## src/rtl/mult_seq_ctrl_pkg.sv

```systemverilog
// rtl/mult_seq_ctrl_pkg.sv - shared state encodings and width limits for the shift-add multiplier sequencer
//
// Purpose : 3-bit state encodings for mult_seq_ctrl, the legal operand
//           width range and a helper that sizes the iteration counter.
// Ports   : none (package).
package mult_seq_ctrl_pkg;

  typedef enum logic [2:0] {
    ST_IDLE = 3'd0,
    ST_CLR  = 3'd1,
    ST_LOAD = 3'd2,
    ST_ADD  = 3'd3,
    ST_SHP  = 3'd4,
    ST_SHB  = 3'd5,
    ST_DONE = 3'd6
  } state_t;

  localparam int WIDTH_MIN = 2;
  localparam int WIDTH_MAX = 16;

  // Bits needed to hold WIDTH-1; never less than one.
  function automatic int cnt_width(input int w);
    return (w > 1) ? $clog2(w) : 1;
  endfunction

endpackage

```

## src/rtl/mult_seq_ctrl_iter_counter.sv

```systemverilog
// rtl/mult_seq_ctrl_iter_counter.sv - bit-iteration down counter for the multiplier sequencer
//
// Purpose : counts remaining add steps. Loads WIDTH-1, decrements on dec,
//           flags zero when the last add step is reached.
// Ports   : clk, reset (async, active-high)
//           load  - synchronous load of WIDTH-1 (wins over dec)
//           dec   - decrement by one (saturates at zero)
//           count - current value
//           zero  - count == 0
module iter_counter #(
  parameter int WIDTH = 4,
  parameter int CW    = 2
) (
  input  logic          clk,
  input  logic          reset,
  input  logic          load,
  input  logic          dec,
  output logic [CW-1:0] count,
  output logic          zero
);

  always_ff @(posedge clk or posedge reset) begin
    if (reset) begin
      count <= '0;
    end else if (load) begin
      count <= CW'(WIDTH - 1);
    end else if (dec && (count != '0)) begin
      count <= count - CW'(1);
    end
  end

  assign zero = (count == '0);

endmodule

```

## src/rtl/mult_seq_ctrl.sv

```systemverilog
// rtl/mult_seq_ctrl.sv - start/busy/done sequencer driving the shift-add multiplier datapath
//
// Purpose : runs CLR, LOAD, then WIDTH add steps separated by accumulator and
//           multiplier shifts, gating each add with the multiplier LSB.
// Ports   : clk, reset (async, active-high)
//           start, abort      - requester handshake inputs
//           b0                - multiplier LSB from datapath (used in ADD only)
//           clr, ld, ldp,
//           shp, shb          - datapath strobes, at most one high per cycle
//           busy, done        - status; done is a one-cycle pulse
//           iter              - current bit index, 0 outside the add loop
module mult_seq_ctrl #(
  parameter int WIDTH = 4
) (
  input  logic                       clk,
  input  logic                       reset,
  input  logic                       start,
  input  logic                       abort,
  input  logic                       b0,
  output logic                       clr,
  output logic                       ld,
  output logic                       ldp,
  output logic                       shp,
  output logic                       shb,
  output logic                       busy,
  output logic                       done,
  output logic [$clog2(WIDTH)-1:0]   iter
);

  import mult_seq_ctrl_pkg::*;

  localparam int CW = cnt_width(WIDTH);

  if (WIDTH < WIDTH_MIN || WIDTH > WIDTH_MAX) begin : g_bad_width
    $error("mult_seq_ctrl: WIDTH must be in 2..16");
  end

  state_t        state;
  state_t        state_nxt;
  logic          cnt_load;
  logic          cnt_dec;
  logic [CW-1:0] count;
  logic          cnt_zero;

  iter_counter #(
    .WIDTH (WIDTH),
    .CW    (CW)
  ) u_iter_counter (
    .clk   (clk),
    .reset (reset),
    .load  (cnt_load),
    .dec   (cnt_dec),
    .count (count),
    .zero  (cnt_zero)
  );

  always_ff @(posedge clk or posedge reset) begin
    if (reset) begin
      state <= ST_IDLE;
    end else begin
      state <= state_nxt;
    end
  end

  always_comb begin
    state_nxt = ST_IDLE;
    cnt_load  = 1'b0;
    cnt_dec   = 1'b0;
    clr       = 1'b0;
    ld        = 1'b0;
    ldp       = 1'b0;
    shp       = 1'b0;
    shb       = 1'b0;
    busy      = 1'b0;
    done      = 1'b0;

    case (state)
      ST_IDLE: begin
        // abort beats start so a cancelled request never launches a run
        state_nxt = (start && !abort) ? ST_CLR : ST_IDLE;
      end
      ST_CLR: begin
        clr       = 1'b1;
        busy      = 1'b1;
        cnt_load  = 1'b1;
        state_nxt = ST_LOAD;
      end
      ST_LOAD: begin
        ld        = 1'b1;
        busy      = 1'b1;
        state_nxt = ST_ADD;
      end
      ST_ADD: begin
        // only the add strobe looks at an input; everything else is state-decoded
        ldp       = b0;
        busy      = 1'b1;
        state_nxt = cnt_zero ? ST_DONE : ST_SHP;
      end
      ST_SHP: begin
        shp       = 1'b1;
        busy      = 1'b1;
        state_nxt = ST_SHB;
      end
      ST_SHB: begin
        shb       = 1'b1;
        busy      = 1'b1;
        cnt_dec   = 1'b1;
        state_nxt = ST_ADD;
      end
      ST_DONE: begin
        done      = 1'b1;
        state_nxt = ST_IDLE;
      end
      default: begin
        state_nxt = ST_IDLE;
      end
    endcase

    if (abort && (state != ST_IDLE)) begin
      state_nxt = ST_IDLE;
    end
  end

  // Bit index counts up while the counter counts down; zero outside the loop.
  always_comb begin
    iter = '0;
    if (state == ST_ADD || state == ST_SHP || state == ST_SHB) begin
      iter = $clog2(WIDTH)'(CW'(WIDTH - 1) - count);
    end
  end

endmodule

```

## config.mk

```make
export PLATFORM = sky130hd
export DESIGN_NAME = mult_seq_ctrl
export DESIGN_NICKNAME = d
export VERILOG_FILES = /design/src/rtl/mult_seq_ctrl_pkg.sv /design/src/rtl/mult_seq_ctrl_iter_counter.sv /design/src/rtl/mult_seq_ctrl.sv
export SDC_FILE = /design/constraint.sdc
export NUM_CORES = 1
export LEC_CHECK = 0
export ABC_CLOCK_PERIOD_IN_PS = 1550
export CAP_MARGIN = 5
export CELL_PAD_IN_SITES_DETAIL_PLACEMENT = 0
export CELL_PAD_IN_SITES_GLOBAL_PLACEMENT = 1
export CORE_AREA = 10 10 47 49
export CTS_CLUSTER_SIZE = 12
export DETAILED_ROUTE_END_ITERATION = 7
export DIE_AREA = 0 0 57 59
export GPL_ROUTABILITY_DRIVEN = 0
export PLACE_DENSITY_LB_ADDON = 0.25
export SYNTH_ARGS = -nofsm -noshare
export SYNTH_HDL_FRONTEND = slang
export SYNTH_SLANG_ARGS = --single-unit
```

## constraint.sdc

```tcl
create_clock -name clk -period 1.55 [get_ports clk]
set_input_delay 0.31 -clock clk [delete_from_list [all_inputs] [get_ports clk]]
set_output_delay 0.31 -clock clk [all_outputs]
set_load 0.01 [all_outputs]
```

# Word-level counts from Yosys, hierarchy flattened
# Index checks and enable logic that the tools add are counted.
# Widths: inputs -> output; s select.
[totals] out_inout_bits=9 input_bits=5 reg_bits=5 word_cells=37
[classes] reduce_logical=13 addsub=2 n_eq_ne=6 mux=14
[op_table] op="$pmux 3 s5" count=1
[op_table] op="$eq 3x3->1 const B" count=3
[op_table] op="$mux 1" count=8
[op_table] op="$mux 2" count=4
[op_table] op="$eq 3x2->1 const B" count=2
[op_table] op="$reduce_or 5->1" count=1
[op_table] op="$reduce_bool 2->1" count=2
[op_table] op="$eq 3x1->1 const B" count=1
[op_table] op="$logic_and 1x1->1" count=3
[op_table] op="$logic_not 3->1" count=1
[op_table] op="$mux 3" count=1
[op_table] op="$reduce_bool 3->1" count=1
[op_table] op="$logic_not 2->1" count=1
[op_table] op="$logic_or 1x1->1" count=2
[op_table] op="$reduce_or 2->1" count=1
[op_table] op="$sub 2x1->2 const B" count=1
[op_table] op="$sub 2x2->2 const A" count=1
[op_table] op="$logic_not 1->1" count=1

# Depth between registers and ports, before layout
[logic_depth] depth_word=5 ltp_mapped=5 depth_no_buf=5

# Cells and area by module
# From an unflattened synthesis, not the netlist that was laid out.
[unflattened] cells_unflattened=42 hier_area_um2=389.1
[by_module_without_submodules] module="mult_seq_ctrl" seq_area_each_um2=75.1 instances=1 cells_per_inst=29 area_per_inst_um2=265.3
[by_module_without_submodules] module="iter_counter" seq_area_each_um2=50.0 instances=1 cells_per_inst=13 area_per_inst_um2=123.9

# Worst setup path after synthesis
# No wires, ideal clock.
[synth_path] path_type="reg2out" start="register state[1]" end="output port iter[0]" setup_slack_ps=329 arrival_ps=911 path_stages_with_launch=5 t_required_ps=1240 n_path_buf=1 path_cell_list="dfrtp_1 -> buf_2 -> and3b_2 -> a21oi_2 -> nor2_1"
[synth_via] elab_chain_cells=4 elab_cells_between_ends=6 classes_between="eq/ne (3); mux (1); reduce/logical (2)"
[synth_rtl] element="start, declared" line="mult_seq_ctrl.sv:38" rtl="state_t state;"
[synth_rtl] element="start signal, assigned" line="mult_seq_ctrl.sv:61" rtl="state <= state_nxt;"
[synth_rtl] element="$eq 3x2->1 / $eq 3x3->1 (equally long branches)" line="mult_seq_ctrl.sv:127" rtl="if (state == ST_ADD || state == ST_SHP || state == ST_SHB) begin"
[synth_rtl] element="$logic_or 1x1->1" line="mult_seq_ctrl.sv:127"
[synth_rtl] element="$logic_or 1x1->1 *" line="mult_seq_ctrl.sv:127"
[synth_rtl] element="$mux 2 *" line="mult_seq_ctrl.sv:127"
[synth_rtl] element="end, declared" line="mult_seq_ctrl.sv:27" rtl="output logic [$clog2(WIDTH)-1:0] iter"
# Mark *: on every way between the ends. The rest lies on a longest branch, timed or not.

# Final worst setup path
[layout_path] start="register state[1]" end="output port busy"
[layout_via] elab_chain_cells=3 elab_cells_between_ends=7 classes_between="eq/ne (5); mux (1); reduce/logical (1)"
[layout_rtl] element="$eq 3x2->1, or another cell as far along" line="mult_seq_ctrl.sv:77" rtl="case (state)"
[layout_rtl] element="$reduce_or 5->1 (no line) *"
[layout_rtl] element="$mux 1 *" line="mult_seq_ctrl.sv:77"
[layout_rtl] element="end, declared" line="mult_seq_ctrl.sv:25" rtl="output logic busy,"
# Marks and branches as above.

==> reports/qor.csv <==
stage,metric,value,unit
clock_tree,root buffer cell,clkbuf_4,
place,Placed Cells incl. Taps,75,
sta,RSZ-0062 raised after global routing,true,
setup_path,crit path kind,reg -> out,
cells_and_area,# diodes,0,
setup_path,CP Data Arrival Time,1.32,ns
route,Antenna Nets Post-Route,0,
cells_and_area,layout cell share with drive strength beyond 1,49.30,%
pwr,maximum vdd drop,0.4324,mV
synthesis,Compound-Gate Fraction of Synth Area,19.26,%
floorplan,row count,14,
grt,largest net degree at the start of global routing,14,
floorplan,die area,0.003363,mm2
clock_tree,clk slew on worst S/H paths,0.04,ns
synthesis,Yosys top cell area share,37.04,%
clock_tree,CTS tree,done,
grt,overall routing resource usage,6.994,%
grt,vias in the first global route,433,
floorplan,die height,59,um
route,Vias/cell,4.310,
job,Max-Cap Viols,0,
synthesis,top-count cell post-synth,nor2_1,
synthesis,largest family of logic cells by synthesized area,simple AND/OR/NAND/NOR gates,
pwr,PwrDens,727.3,mW/mm2
clock_tree,hold-fix buffers at CTS,0,
pwr,internal power,328.5,uW
synthesis,Synth Instances,41,
setup_path,Critical Path Source,state[1]$_DFF_PP0_,
place,detailed placement HPWL,702.5,um
synthesis,Synth Cell Area,337.8,um2
grt,initial antenna violation count,0,
cells_and_area,P&R area growth vs syn,82.22,%
route,first-pass iteration count of the detailed router,2,
setup_path,Crit path required time,1.24,ns
pwr,Switching Share,26.64,%
synthesis,Synth area leader,dfrtp_1,
synthesis,post-synthesis sequential area ratio,37.04,%
route,DR iter-0 viols,7,
synthesis,"flops & latches, synth",5,
place,placed cell area,530.5,um2
clock_tree,clock tree buffer depth,2,
pwr,Sw Pwr,119.3,uW
sta,setup violators final,6,
sta,Worst-Margin Slew,0.2005,ns
grt,first-pass GRT wire length,1897,um
sta,post-route clock period utilization,105.4,%
setup_path,crit end category,output pin,
grt,"Remaining Overflow, GRT",0,
cells_and_area,non-filler instance count after layout,87,
outcome,status,finished with violations,
sta,slew margin rel.,86.55,%
synthesis,YS warnings,0,
setup_path,CP Launch Type,register,
route,Wirelength per Cell,11.43,um
floorplan,I/O pin cnt,14,
sta,fin crit period,1.634,ns
route,routed via count,375,
sta,final hold vios,0,
clock_tree,Clock Sinks,5,
setup_path,Worst R2R Start,u_iter_counter.count[0]$_DFFE_PP0P_,
synthesis,Post-synth top flop,dfrtp_1,
cells_and_area,final core utilization,43.93,%
synthesis,Post-Synth XOR/XNOR Area,0,%
synthesis,post-synthesis simple-gate area fraction,31.48,%
route,Post-route DRC,0,
synthesis,fraction of the mapped netlist area in adder cells,3.704,%
floorplan,core area,0.001401,mm2
sta,fmax,611.9,MHz
synthesis,mux cell area share after synthesis,0,%
place,port bufs,13,
floorplan,Die Wd,57,um
route,WL final,994,um
synthesis,Post-synth top cells,"6 x nor2_1, 5 x dfrtp_1, 5 x inv_1, 4 x a21oi_1",
pwr,Gate power share,33.1,%
synthesis,Synth cell types,19,
synthesis,post-synthesis async set-or-reset flop share,100.0,%
sta,PnR worst setup slack,-0.08429,ns
pwr,clock share of power,33.5,%
pwr,Static Leak,0.3277,nW
synthesis,Synth area leaders,"dfrtp_1 37%, nor2_1 6.7%, a21oi_1 5.9%",
synthesis,Post-synth EDFFs,0,
clock_tree,Skew-Pair Late Insertion Delay,0.24,ns
floorplan,starting density of the core,24.11,%
min_path,worst hold-check path type,in -> async,
sta,final-report max-slew violation count,0,
synthesis,Syn Area/Cell,8.240,um2
sta,skew final,0.0007049,ns
clock_tree,cts bufs inserted,3,
clock_tree,H-tree depth,1,
cells_and_area,post-route cell area,615.6,um2
cells_and_area,Final #Nets,78,
synthesis,Post-Synthesis Net Count,47,
pwr,Seq pwr share,33.4,%
setup_path,Worst Path Max Fanout,4,
outcome,violated checks,negative setup slack,
place,Place WS,-0.1645,ns
[path summary, 6_finish.rpt]
kind                                                        to  slack [ns]  depth (start not counted)
max in group asynchronous                   state[1]$_DFF_PP0_        1.11                          2
min in group clk           u_iter_counter.count[0]$_DFFE_PP0P_        0.52                          1
setup / recovery                                          busy       -0.08                          6
hold / removal             u_iter_counter.count[1]$_DFFE_PP0P_        0.26                          2
hold reg to reg            u_iter_counter.count[0]$_DFFE_PP0P_        0.52                          1
setup reg to reg                            state[1]$_DFF_PP0_        0.29                          5
[cell type report]
cell class	count	area, um2
fillers	151	785.8
repair buffers	28	230.2
multi-input cells	29	193.9
flip-flops and latches	5	126.4
clock buffers	4	26.28
well taps	16	20.02
inverters	5	18.77
[logic make-up after synthesis]
logic type               count (synthesis)
AND/OR/NAND/NOR                         18
adder cells (fa/ha/maj)                  1
AO/OA/AOI/OAI                           10
buffers and inverters                    7
flip-flops                               5
[sequential cells by signal, summed over array words and instances (netlist names)]
name / count
state: 3
u_iter_counter.count: 2
[worst max-delay path: stages (launching register included)]
cell and delay, ns:
dfrtp_2 0.43, buf_6 0.13, buf_6 0.11, buf_6 0.10
nor3_2 0.13, a21oi_1 0.05, buf_2 0.14
[routing by layer]
layer	up-vias	GRT usage (%)	share of wire, %
met4	0	3.020	0
met1	171	7.470	38
met2	10	11.01	53
li1	194	-	-
met5	-	0	0
met3	0	4.077	9.2
[power by group through the flow]
stage / Combinational [mW] / Sequential, mW / Clock [mW]
after detailed placement: 0.120 / 0.153 / 0
final: 0.148 / 0.149 / 0.150
after floorplan: 0.0577 / 0.147 / 0
after global placement: 0.120 / 0.154 / 0
after CTS: 0.149 / 0.149 / 0.155
after global routing: 0.165 / 0.150 / 0.168
[cell usage in the layout (no fill, tap or decap), types with 2 or more instances in the layout]
master and n:
a21oi_1 4, a31oi_1 2, and2_4 2, buf_2 6
buf_4 11, buf_6 6, clkbuf_4 3, clkdlybuf4s50_1 4
dfrtp_1 4, inv_1 5, nand2_1 2, nor2_1 6
[metrics by stage]
step	hold WS [ns]	power [mW]	setup TNS (ns)
6_report	0.2593	0.4477	-0.2095
5_1_grt	0.2770	0.4838	-0.7550
4_1_cts	0.2619	0.4529	-0.2473
3_5_place_dp	0.5150	0.2737	-0.8940
3_3_place_gp	0.5158	0.2732	-0.8465
2_1_floorplan	0.08852	0.2048	0
[repair_timing]
action                     4_1_cts  5_1_grt
gates resized for setup         42        2
setup endpoints to repair        9        8
pin swaps                        2        2
setup buffers                    8        0
Note: power is estimated with default switching activity, not from simulation.
==> edit (config.mk and constraints unchanged) <==
`WIDTH` is set to 4 in 2 places; all go to 2.
--- a/src/rtl/mult_seq_ctrl_iter_counter.sv
+++ b/src/rtl/mult_seq_ctrl_iter_counter.sv
@@ -8,7 +8,7 @@
 //           count - current value
 //           zero  - count == 0
 module iter_counter #(
-  parameter int WIDTH = 4,
+  parameter int WIDTH = 2,
   parameter int CW    = 2
 ) (
   input  logic          clk,
--- a/src/rtl/mult_seq_ctrl.sv
+++ b/src/rtl/mult_seq_ctrl.sv
@@ -10,7 +10,7 @@
 //           busy, done        - status; done is a one-cycle pulse
 //           iter              - current bit index, 0 outside the add loop
 module mult_seq_ctrl #(
-  parameter int WIDTH = 4
+  parameter int WIDTH = 2
 ) (
   input  logic                       clk,
   input  logic                       reset,
Interface: changed (resized iter); port bits go from 14 to 13. No check against the original RTL was run, so the function may have changed too.
==> edit against the original RTL <==
  * Wire length fell by 16%
  * Area after synthesis fell by 20%
  * Clock power fell by 12%
  * Design area fell by 23%
  * Power fell by 12%
  * Critical path depth fell by 2
  * Sequential cell count fell by 1
  * Sequential share of layout area rose by 0.84 points
  * Worst setup slack improved by 0.089 ns
  * Combinational power fell by 14%
  * Highest routed layer unchanged
==> edit: results (changes against the original RTL) <==
global_routing:
  met2_usage: 0.0775  # -0.0326
  grt_use_met1: 0.0478  # -0.0269
  grt_pass1_wl_um: 1340  # -29%
  gr-usage-met3: 0.0279  # -0.0129
  grt_pass1_vias: 328  # -24%
  grt_max_degree: 8  # -6
  grt_usage: 0.0537  # -0.0162
placement:
  placed_cells: 64  # -15%
  portBuffers: 12  # -1
  dpl_cell_area_sq_um: 445  # -16%
  dp_worst_setup_slack_ns: -0.193  # -0.0289 ns
  dpl.hpwl_um: 602  # -14%
sta:
  tightestPinTransition_ns: 0.315  # +0.115 ns
  finClkSkew_ns: 0.00671  # +0.00601 ns
yosys:
  synth_compound_area_frac: 0.247  # +0.0539
  synth.avg_cell_area_sq_um: 8.68  # +5.3%
  synth_fa_ha_area_frac: 0  # -0.0370
  syn_nets: 36  # -23%
  ys_top_cells_by_area: "dfrtp_1, a21o_2, inv_1, nor2_1, nor3b_1"
  synth_xor_area_frac: 0  # unchanged
  ys_seq_area_frac: 0.372  # +0.00172
  synth_mux_area_frac: 0  # unchanged
  synth_common_cells: "dfrtp_1, inv_1, nor2_1"
finish:
  n_antenna_cell: 0  # unchanged
  reg_top3: "state x3, u_iter_counter.count x1"
  finalNonFillerCells: 70  # -20%
  drive_above_1_share: 0.556  # +0.0626
  nets: 61  # -22%
critical_path:
  critPathMaxStageDelay_ns: 0.40  # -0.03 ns
  r2r_start: "state[2]$_DFF_PP0_"
  slowest_stage: "dfrtp_1"
  crit_family: "flip-flops"
  critPathArrivalTime_ns: 1.24  # -0.08 ns
routing:
  first_pass_iters: 4  # +2
  met2_length_um: 431  # -18%
  wl_met1_um: 346  # -8.7%
  wl_met3_um: 60  # -34%
  wire_per_inst_um: 12.0  # +4.8%
  viasPerCell: 4.01  # -6.9%
  drt_iter0_markers: 2  # -5
clock_tree:
  ctsResizeCount: 29  # -31%
  cts_made_buffers: 3  # unchanged
  postCtsSetupRepairBufs: 3  # -5
  insertion_delay_ns: 0.24  # about the same
  htree_levels: 1  # unchanged
  path_clk_slew_ns: 0.04  # about the same
power_and_ir_drop:
  irDropWorstVdd_v: 0.000344  # -20%
  p_comb_frac: 0.325  # -0.006
  pwr-share-seq: 0.340  # +0.006
  leakagePower_nw: 0.258  # -21%
  internal_power_w: 0.000281  # -14%
  p_total_w: 0.000393  # -12%
hold_path:
  hold_path_class: "input pin to asynchronous set/reset pin"
run_status:
  status: "completed"
==> edit: area by class of cell <==
class / count / area (sq um)
Sequential cell: 4 / 101
Tap cell: 16 / 20.0
Inverter: 4 / 15.0
Clock buffer: 3 / 22.5
Timing Repair Buffer: 23 / 163
Multi-Input combinational cell: 20 / 153
Fill cell: 167 / 927
==> edit: worst paths after layout <==
| path | endpoint | slack [ns] | depth (start not counted) |
|---|---|---|---|
| max | iter | 0.005 | 4 |
| min | state[0]$_DFF_PP0_ | 0.25 | 2 |
| max reg2reg | state[1]$_DFF_PP0_ | 0.22 | 4 |
| min reg2reg | u_iter_counter.count$_DFFE_PP0P_ | 0.53 | 1 |
| max in group asynchronous | state[2]$_DFF_PP0_ | 1.14 | 2 |
| min in group clk | u_iter_counter.count$_DFFE_PP0P_ | 0.53 | 1 |
==> edit: worst register-to-register path, stage by stage (launching register included) <==
cell and delay (ns):
dfrtp_2 0.42, buf_4 0.15, buf_4 0.13, a21o_2 0.18
a211oi_1 0.32
